[config.mk]
export PLATFORM = sky130hd
export DESIGN_NAME = key_cmd_gen_flat
export DESIGN_NICKNAME = d
export VERILOG_FILES = /design/src/rtl/key_cmd_gen_pkg.sv /design/src/rtl/key_cmd_gen_if.sv /design/src/rtl/key_cmd_gen_repeat_timer.sv /design/src/rtl/key_cmd_gen.sv /design/src/flat_wrapper.sv
export SDC_FILE = /design/constraint.sdc
export NUM_CORES = 1
export LEC_CHECK = 0
export CORE_ASPECT_RATIO = 1.4
export CORE_MARGIN = 3
export CORE_UTILIZATION = 48
export DETAILED_ROUTE_END_ITERATION = 8
export GPL_ROUTABILITY_DRIVEN = 0
export PLACE_DENSITY = 0.82
export REMOVE_ABC_BUFFERS = 1
export SLEW_MARGIN = 15
export SYNTH_ARGS = -nofsm -noshare
export SYNTH_HDL_FRONTEND = slang
export SYNTH_SLANG_ARGS = --single-unit
export TNS_END_PERCENT = 100
[constraint.sdc]
create_clock -name frame_clk -period 2.55 [get_ports frame_clk]
set_input_delay 0.255 -clock frame_clk [delete_from_list [all_inputs] [get_ports frame_clk]]
set_output_delay 0.255 -clock frame_clk [all_outputs]
set_load 0.005 [all_outputs]
[src/rtl/key_cmd_gen_pkg.sv]
// Shared keycodes, command and FSM state types for the keyboard command path.
// Optional hold key is enabled with `define KEY_HOLD_EN.
package tetris_pkg;

    localparam logic [7:0] KEY_NONE   = 8'h00;
    localparam logic [7:0] KEY_LEFT   = 8'h04;
    localparam logic [7:0] KEY_RIGHT  = 8'h07;
    localparam logic [7:0] KEY_DOWN   = 8'h16;
    localparam logic [7:0] KEY_ROTATE = 8'h1A;
    localparam logic [7:0] KEY_DROP   = 8'h2C;
    localparam logic [7:0] KEY_HOLD   = 8'h06;

    typedef enum logic [2:0] {
        CMD_NONE, CMD_LEFT, CMD_RIGHT, CMD_DOWN, CMD_ROTATE, CMD_DROP, CMD_HOLD
    } cmd_e;

    typedef enum logic [1:0] {IDLE, SHOT, DAS, REPEAT} kstate_e;

    // Unrecognised keycodes decode to CMD_NONE, so they behave exactly like 0x00.
    function automatic cmd_e decode_key(input logic [7:0] kc);
        cmd_e c;
        case (kc)
            KEY_LEFT:   c = CMD_LEFT;
            KEY_RIGHT:  c = CMD_RIGHT;
            KEY_DOWN:   c = CMD_DOWN;
            KEY_ROTATE: c = CMD_ROTATE;
            KEY_DROP:   c = CMD_DROP;
`ifdef KEY_HOLD_EN
            KEY_HOLD:   c = CMD_HOLD;
`endif
            default:    c = CMD_NONE;
        endcase
        return c;
    endfunction

    function automatic int max3(input int a, input int b, input int c);
        int m;
        m = (a > b) ? a : b;
        return (m > c) ? m : c;
    endfunction

endpackage

[src/rtl/key_cmd_gen_if.sv]
// Keycode in, command pulses out. The keycode is a level sampled every frame;
// cmd_* are single-frame pulses and key_active is a level. No backpressure exists.
interface key_cmd_gen_if;
    import tetris_pkg::*;

    logic [7:0] keycode;
    logic       cmd_left;
    logic       cmd_right;
    logic       cmd_down;
    logic       cmd_rotate;
    logic       cmd_drop;
`ifdef KEY_HOLD_EN
    logic       cmd_hold;
`endif
    logic       key_active;
    kstate_e    dbg_state;

    modport master (
        output keycode,
`ifdef KEY_HOLD_EN
        input  cmd_hold,
`endif
        input  cmd_left, cmd_right, cmd_down, cmd_rotate, cmd_drop,
        input  key_active, dbg_state
    );

    modport slave (
        input  keycode,
`ifdef KEY_HOLD_EN
        output cmd_hold,
`endif
        output cmd_left, cmd_right, cmd_down, cmd_rotate, cmd_drop,
        output key_active, dbg_state
    );

endinterface

[src/rtl/key_cmd_gen_repeat_timer.sv]
// Frame counter for DAS/ARR/soft-drop timing; tick fires when the running count
// reaches the period, and the count restarts at 1 on that tick so it never wraps.
module repeat_timer #(
    parameter int CW = 5
) (
    input  logic          frame_clk,
    input  logic          Reset,
    input  logic          clear,
    input  logic          load,
    input  logic          run,
    input  logic [CW-1:0] period,
    output logic          tick
);

    logic [CW-1:0] count;

    assign tick = run && (count >= period);

    always_ff @(posedge frame_clk) begin
        if (Reset || clear) begin
            count <= '0;
        end else if (load) begin
            count <= CW'(1);
        end else if (run) begin
            count <= tick ? CW'(1) : count + CW'(1);
        end
    end

endmodule

[src/rtl/key_cmd_gen.sv]
// Keycode to one-frame command pulses with edge detect, DAS and auto-repeat.
// Define KEY_HOLD_EN to recognise 0x06 and drive cmd_hold.
module key_cmd_gen
    import tetris_pkg::*;
#(
    parameter int DAS_FRAMES   = 10,
    parameter int ARR_FRAMES   = 3,
    parameter int SDROP_FRAMES = 2
) (
    input logic           frame_clk,
    input logic           Reset,
    key_cmd_gen_if.slave  kif
);

    localparam int CW = $clog2(max3(DAS_FRAMES, ARR_FRAMES, SDROP_FRAMES)) + 1;

    kstate_e       state;
    logic [7:0]    cur_key;
    cmd_e          cmd_q;
    logic          active_q;

    cmd_e          new_cmd;
    cmd_e          cur_cmd;
    logic          same_hold;
    logic          is_lr;
    logic          is_down;
    logic [CW-1:0] period;
    logic          tick;

    always_comb begin
        new_cmd   = decode_key(kif.keycode);
        cur_cmd   = decode_key(cur_key);
        same_hold = (state != IDLE) && (new_cmd != CMD_NONE) && (kif.keycode == cur_key);
        is_lr     = (cur_cmd == CMD_LEFT) || (cur_cmd == CMD_RIGHT);
        is_down   = (cur_cmd == CMD_DOWN);
        // Left/right wait out DAS until the first repeat, then use ARR.
        if (is_down)
            period = CW'(SDROP_FRAMES);
        else if (state == REPEAT)
            period = CW'(ARR_FRAMES);
        else
            period = CW'(DAS_FRAMES);
    end

    repeat_timer #(.CW(CW)) u_timer (
        .frame_clk (frame_clk),
        .Reset     (Reset),
        .clear     (new_cmd == CMD_NONE),
        .load      ((new_cmd != CMD_NONE) && !same_hold),
        .run       (same_hold && (is_lr || is_down)),
        .period    (period),
        .tick      (tick)
    );

    always_ff @(posedge frame_clk) begin
        if (Reset) begin
            state    <= IDLE;
            cur_key  <= KEY_NONE;
            cmd_q    <= CMD_NONE;
            active_q <= 1'b0;
        end else begin
            cmd_q <= CMD_NONE;
            if (new_cmd == CMD_NONE) begin
                state    <= IDLE;
                cur_key  <= KEY_NONE;
                active_q <= 1'b0;
            end else if (!same_hold) begin
                // Fresh press or a switch to another key: restart with an immediate pulse.
                state    <= SHOT;
                cur_key  <= kif.keycode;
                cmd_q    <= new_cmd;
                active_q <= 1'b1;
            end else begin
                active_q <= 1'b1;
                case (state)
                    SHOT: begin
                        if (is_lr) begin
                            if (tick) begin
                                cmd_q <= cur_cmd;
                                state <= REPEAT;
                            end else begin
                                state <= DAS;
                            end
                        end else if (is_down) begin
                            if (tick) cmd_q <= cur_cmd;
                            state <= REPEAT;
                        end
                    end
                    DAS: begin
                        if (tick) begin
                            cmd_q <= cur_cmd;
                            state <= REPEAT;
                        end
                    end
                    REPEAT: begin
                        if (tick) cmd_q <= cur_cmd;
                    end
                    default: state <= IDLE;
                endcase
            end
        end
    end

    assign kif.cmd_left   = (cmd_q == CMD_LEFT);
    assign kif.cmd_right  = (cmd_q == CMD_RIGHT);
    assign kif.cmd_down   = (cmd_q == CMD_DOWN);
    assign kif.cmd_rotate = (cmd_q == CMD_ROTATE);
    assign kif.cmd_drop   = (cmd_q == CMD_DROP);
`ifdef KEY_HOLD_EN
    assign kif.cmd_hold   = (cmd_q == CMD_HOLD);
`endif
    assign kif.key_active = active_q;
    assign kif.dbg_state  = state;

endmodule

[src/flat_wrapper.sv]
// flat-port wrapper written by rule: the top's interface ports become plain ports
module key_cmd_gen_flat import tetris_pkg::*;
#(
    parameter int DAS_FRAMES   = 10,
    parameter int ARR_FRAMES   = 3,
    parameter int SDROP_FRAMES = 2
)
  (frame_clk, Reset, kif_keycode, kif_cmd_left, kif_cmd_right, kif_cmd_down, kif_cmd_rotate, kif_cmd_drop, kif_key_active, kif_dbg_state);
  key_cmd_gen_if kif_i ();
  input logic frame_clk;
  input logic Reset;
  input wire logic [$bits(kif_i.keycode)-1:0] kif_keycode;
  output wire logic [$bits(kif_i.cmd_left)-1:0] kif_cmd_left;
  output wire logic [$bits(kif_i.cmd_right)-1:0] kif_cmd_right;
  output wire logic [$bits(kif_i.cmd_down)-1:0] kif_cmd_down;
  output wire logic [$bits(kif_i.cmd_rotate)-1:0] kif_cmd_rotate;
  output wire logic [$bits(kif_i.cmd_drop)-1:0] kif_cmd_drop;
  output wire logic [$bits(kif_i.key_active)-1:0] kif_key_active;
  output wire logic [$bits(kif_i.dbg_state)-1:0] kif_dbg_state;
  assign kif_i.keycode = kif_keycode;
  assign kif_cmd_left = kif_i.cmd_left;
  assign kif_cmd_right = kif_i.cmd_right;
  assign kif_cmd_down = kif_i.cmd_down;
  assign kif_cmd_rotate = kif_i.cmd_rotate;
  assign kif_cmd_drop = kif_i.cmd_drop;
  assign kif_key_active = kif_i.key_active;
  assign kif_dbg_state = kif_i.dbg_state;
  key_cmd_gen #(.DAS_FRAMES(DAS_FRAMES), .ARR_FRAMES(ARR_FRAMES), .SDROP_FRAMES(SDROP_FRAMES)) u_core (.frame_clk(frame_clk), .Reset(Reset), .kif(kif_i));
endmodule
# ---- After elaboration in Yosys (flattened, before gate mapping)
# Cells that the tools add are included.
dict set report word_totals {
  out_inout_bits 8
  reg_bits 19
  elab_cells 76
  in_bits 10
}
dict set report classes {
  reduce_logical 19
  bitwise_logic 2
  n_eq_ne 27
  n_mux 19
  order_cmp 1
  add_sub_neg 1
}
# operator n
set ops {}
lappend ops {{$eq 8x3->1 const B} 4}
lappend ops {{$eq 8x5->1 const B} 4}
lappend ops {{$pmux 3 s5} 2}
lappend ops {{$eq 8x6->1 const B} 2}
lappend ops {{$eq 3x2->1 const B} 4}
lappend ops {{$mux 3} 4}
lappend ops {{$mux 5} 2}
lappend ops {{$eq 8x8->1} 1}
lappend ops {{$eq 3x1->1 const B} 2}
lappend ops {{$eq 3x3->1 const B} 2}
lappend ops {{$mux 2} 3}
lappend ops {{$pmux 2 s3} 1}
lappend ops {{$pmux 3 s2} 1}
lappend ops {{$reduce_and 3->1} 2}
lappend ops {{$reduce_or 2->1} 3}
lappend ops {{$add 5x1->5 const B} 1}
lappend ops {{$ge 5x5->1} 1}
lappend ops {{$logic_and 1x1->1} 5}
lappend ops {{$mux 1} 5}
lappend ops {{$eq 2x2->1 const B} 2}
lappend ops {{$mux 4} 1}
lappend ops {{$ne 2x2->1 const B} 2}
lappend ops {{$ne 4x4->1 const B} 1}
lappend ops {{$reduce_bool 2->1} 2}
lappend ops {{9 further kinds} 12}

# ---- Depth between registers and ports, before layout
# Gate-level depths: netlist of run 1.
dict set report logic_depth {
  ltp_word 12
  depth_mapped 11
  ltp_nobuf 11
}

# ---- Modules after synthesis
# From an unflattened synthesis of run 1, not the netlist that was laid out.
dict set report unflattened {
  hier_cells 158
  hier_area_um2 1406.3
}
# mod cells_each seq_area_each_um2 area_per_inst_um2 instances
set modules_own_cells {}
lappend modules_own_cells {key_cmd_gen 117 280.3 1039.7 1}
lappend modules_own_cells {repeat_timer 41 100.1 366.6 1}

# ---- Worst setup path before layout of run 1
# OpenSTA, ideal clock, no wires.
dict set report synth_path {
  kind {reg2reg}
  from {register u_core.cur_key[2]}
  to {register u_core.u_timer.count[3]}
  slack_ns -0.236
  synth_period_minus_slack_ns 2.786
  setup_ns 0.070
  n_path_buf 0
  arrival_ns 2.716
  path_stages_with_launch 11
  required_ns 2.480
  cell_sequence {dfxtp_1 or3b_4 nor3_2 nand4b_1 and2_1 ha_1 nand2b_1 a21o_1 a211o_1 or4_1 a21oi_1}
}
dict set report synth_via {
  elab_chain_cells 8
  word_cells_on_any_way 21
  cone_classes {1 x order compare; 9 x eq/ne; 3 x mux; 8 x reduce/logical}
}
# element line_no
set synth_rtl {}
lappend synth_rtl {{from (decl)} key_cmd_gen.sv:18} ;# logic [7:0] cur_key;
lappend synth_rtl {{from (signal assigned)} key_cmd_gen.sv:70} ;# cur_key <= kif.keycode;
lappend synth_rtl {{parallel branches: the longest is 8 deep, another holds $ge 5x5->1} n/a}
lappend synth_rtl {{to (signal assigned)} key_cmd_gen_repeat_timer.sv:25} ;# count <= tick ? CW'(1) : count + CW'(1);
lappend synth_rtl {{to (decl)} key_cmd_gen_repeat_timer.sv:15} ;# logic [CW-1:0] count;
# Several ways; the timed one is not identified.
# A chain may end at the register's enable or synchronous reset.

# ---- Worst setup path in the final report of run 1
dict set report layout_path {
  from {register u_core.cur_key[7]}
  to {register u_core.u_timer.count[3]}
}
# Same word-level chain as after synthesis.

==> run summary, run 1 <==
CTS Buffer Depth -> 2
Main synth FF type -> dfxtp_1
RR Startpoint -> u_core.cur_key[7]$_SDFFE_PP0P_
Power share of the sequential group -> 58.2%
Worst EP required -> 2800 ps
Hold_sp -> u_core.kif.dbg_state[1]$_SDFFE_PP0P_
Port bufs -> 17
Max_slew headroom -> 66.91%
Final WL -> 3402 um
Post-DRT Antenna Nets -> 0
Failing checks -> setup timing
WHS Endpoint -> u_core.kif.dbg_state[1]$_SDFFE_PP0P_
Pwr Density -> 302.5 nW/um^2
Clock latency on the worst-skew pair -> 310 ps
Combinational Power Share -> 10.6%
Root Driver -> clkbuf_4
Mapped Cells -> 142
P_sw -> 0.0001290 W
Tot Pwr -> 0.0005181 W
Vias in the first global route -> 1265
Num CTS Buffers -> 3
Pin count of the biggest net entering global routing -> 11
Setup slack after layout -> -186.6 ps
Worst Path Max Fanout -> 2
ANT cells -> 0
Hold_ws -> 544.0 ps
Crit start category -> flop
GR Util All Layers -> 22.53%
Rows -> 21
Area growth, synth to finish -> 36.76%
Nets@finish -> 198
1st-pass router iterations -> 4
Register area share after synthesis -> 30.37%
Post-route design area -> 1713 um^2
CP arrival -> 2990 ps
Fill cells -> 180
H-tree Lvls -> 1
Async SR Flop Fraction -> 0%
Initial Utilization -> 51.25%
1st-iter DRT viols -> 41
Synth cell types -> 45
Final setup viols -> 9
Chip height -> 66.44 um
Slew Limit Fails -> 0
RSZ-0062 raised after global routing -> yes
Grt total ovfl -> 0
Status -> finished, violations left
Tcrit/Tclk final -> 107.3%
Share of layout cells above drive strength 1 -> 25.14%
Most frequent cells in the layout -> clkdlybuf4s50_1, buf_4, dfxtp_1, xor2_1, nor3_1
Via Count -> 1238
Die Area -> 3267 um^2
Crit path time final -> 2737 ps
Die Wd -> 49.17 um
FF-to-FF path depth -> 10
CTS tree -> yes
Setup crit end kind -> flop
Number of synthesized flops with an enable pin -> 0
Switching share of total power -> 24.89%
Max-Cap Viols -> 0
Drc violations -> 0
Worst vdd ir -> 0.0003762 V
CTS Hold Bufs -> 0
Class of the worst hold path -> flop to flop
P_int -> 0.0003891 W
Leak pwr -> 0.7102 nW
Reg2Reg Setup Slack -> -190 ps
Post-synthesis sequential element count -> 19
Dpl ws -> -241.0 ps
Worst Clk Skew -> 3.447 ps
Clk network pwr share -> 31.2%
First-pass GRT wire length -> 5499 um
Final hold violations -> 0
Mapped Area -> 1252 um^2
Routed len/inst -> 15.97 um
Min-Delay Path Depth -> 2
Worst Setup Path Type -> flop to flop
Synth Warn # -> 0
Mean post-synth cell area -> 8.820 um^2
Post-DP HPWL -> 2515 um
Worst Tran Pin Value -> 493.1 ps
Vias/cell -> 5.812
Most common cell after layout, fill and taps aside -> clkdlybuf4s50_1
Io pins -> 18
Placed cell area -> 1569 um^2
FF-to-FF End -> u_core.u_timer.count[3]$_SDFFE_PP0P_
Fmax -> 365.4 MHz
Clock Sinks -> 19
Multi-input logic area -> 920.9 um^2
Reg area -> 384.1 um^2
Core ar. -> 2444 um^2
Initial antenna violation count -> 0
Reg clk slew, reported paths -> 110 ps
-- critical path, stage by stage, from the launching register on --
cell	delay [ps]
dfxtp_2	330
or3b_4	400
nor3_4	140
nand4b_1	170
and2_4	210
ha_4	200
nand2b_4	130
a21o_1	180
a211o_1	330
or4_1	430
a21oi_2	140
-- synthesized netlist by cell type, types with 4 or more instances --
library cell | instances | area share [%]
a21oi_1 | 8 | 3.2
dfxtp_1 | 19 | 30
nor3b_1 | 4 | 2.4
nor3_1 | 11 | 4.4
ha_1 | 8 | 8.0
nand3_1 | 8 | 3.2
o21ai_0 | 4 | 1.6
buf_2 | 4 | 1.6
and2_1 | 7 | 3.5
xor2_1 | 13 | 9.1
nor2_1 | 7 | 2.1
-- logic make-up after synthesis --
family / share of synthesized area (%)
xor gates and xnor gates: 9.790
AOI/OAI and AO/OA: 13.19
other: 0.2994
adders and majority gates: 7.992
buffers and inverters: 2.797
DFF: 30.37
and+or+nand+nor: 35.57
-- sequential cells by signal, summed over array words and instances, names as in the netlist --
| signal | flops |
|---|---|
| u_core.cur_key | 8 |
| u_core.u_timer.count | 5 |
| u_core.cmd_q | 3 |
| u_core.kif.dbg_state | 2 |
| u_core.kif.key_active | 1 |
-- per-stage QoR --
stage          TNS [ps]  cells  utilization [%]
2_1_floorplan    -487.3    139                -
3_3_place_gp     -851.7    206            64.21
3_5_place_dp      -1618    206            64.21
4_1_cts           -1152    213            69.07
5_1_grt           -2450    213            70.10
6_report          -1260    213            70.10
-- layout make-up --
type,instances,area share [%]
Sequential cell,19,22.43
Multi-Input combinational cell,116,53.76
Timing Repair Buffer,36,18.92
Tap cell,34,2.484
Inverter,4,0.8766
Clock buffer,4,1.534
-- power groups by stage --
stage          registers, W  clock network [W]  logic (W)
3_5_place_dp       0.000308                  0  0.0000534
3_3_place_gp       0.000308                  0  0.0000515
6_report           0.000301           0.000162  0.0000550
4_1_cts            0.000301           0.000161  0.0000544
2_1_floorplan      0.000308                  0  0.0000212
5_1_grt            0.000302           0.000173  0.0000593
-- worst max path at each step --
| stage | startpoint | endpoint | depth (start not counted) |
|---|---|---|---|
| finish | u_core.cur_key[7]$_SDFFE_PP0P_ | u_core.u_timer.count[3]$_SDFFE_PP0P_ | 10 |
| global route | u_core.cur_key[7]$_SDFFE_PP0P_ | u_core.cmd_q[0]$_SDFF_PP0_ | 13 |
| CTS | u_core.cur_key[6]$_SDFFE_PP0P_ | u_core.u_timer.count[3]$_SDFFE_PP0P_ | 13 |
| detailed placement | u_core.cur_key[2]$_SDFFE_PP0P_ | u_core.u_timer.count[3]$_SDFFE_PP0P_ | 10 |
| global placement | u_core.cur_key[7]$_SDFFE_PP0P_ | u_core.u_timer.count[3]$_SDFFE_PP0P_ | 10 |
| floorplan | u_core.cur_key[2]$_SDFFE_PP0P_ | u_core.u_timer.count[3]$_SDFFE_PP0P_ | 10 |
-- layer usage --
layer | track usage (%) | share of wire, % | vias to the layer above
li1 | - | - | 592
met4 | 17.44 | 4.5 | 0
met5 | 0 | 0 | -
met2 | 43.29 | 56 | 47
met1 | 20.69 | 35 | 581
met3 | 3.612 | 4.2 | 18
-- repair_timing --
item                       4_1_cts  5_1_grt
gates resized for setup         15        5
setup endpoints to repair        9        9
pin swaps                       18        9
buffers inserted                 3        0
Note: power is estimated with default switching activity, not from simulation.
==> run 2: changes to the inputs <==
CAP_MARGIN = 20   (was not set)
==> results of run 2 <==
Final layout, timing and power as in run 1 (identical DEF).
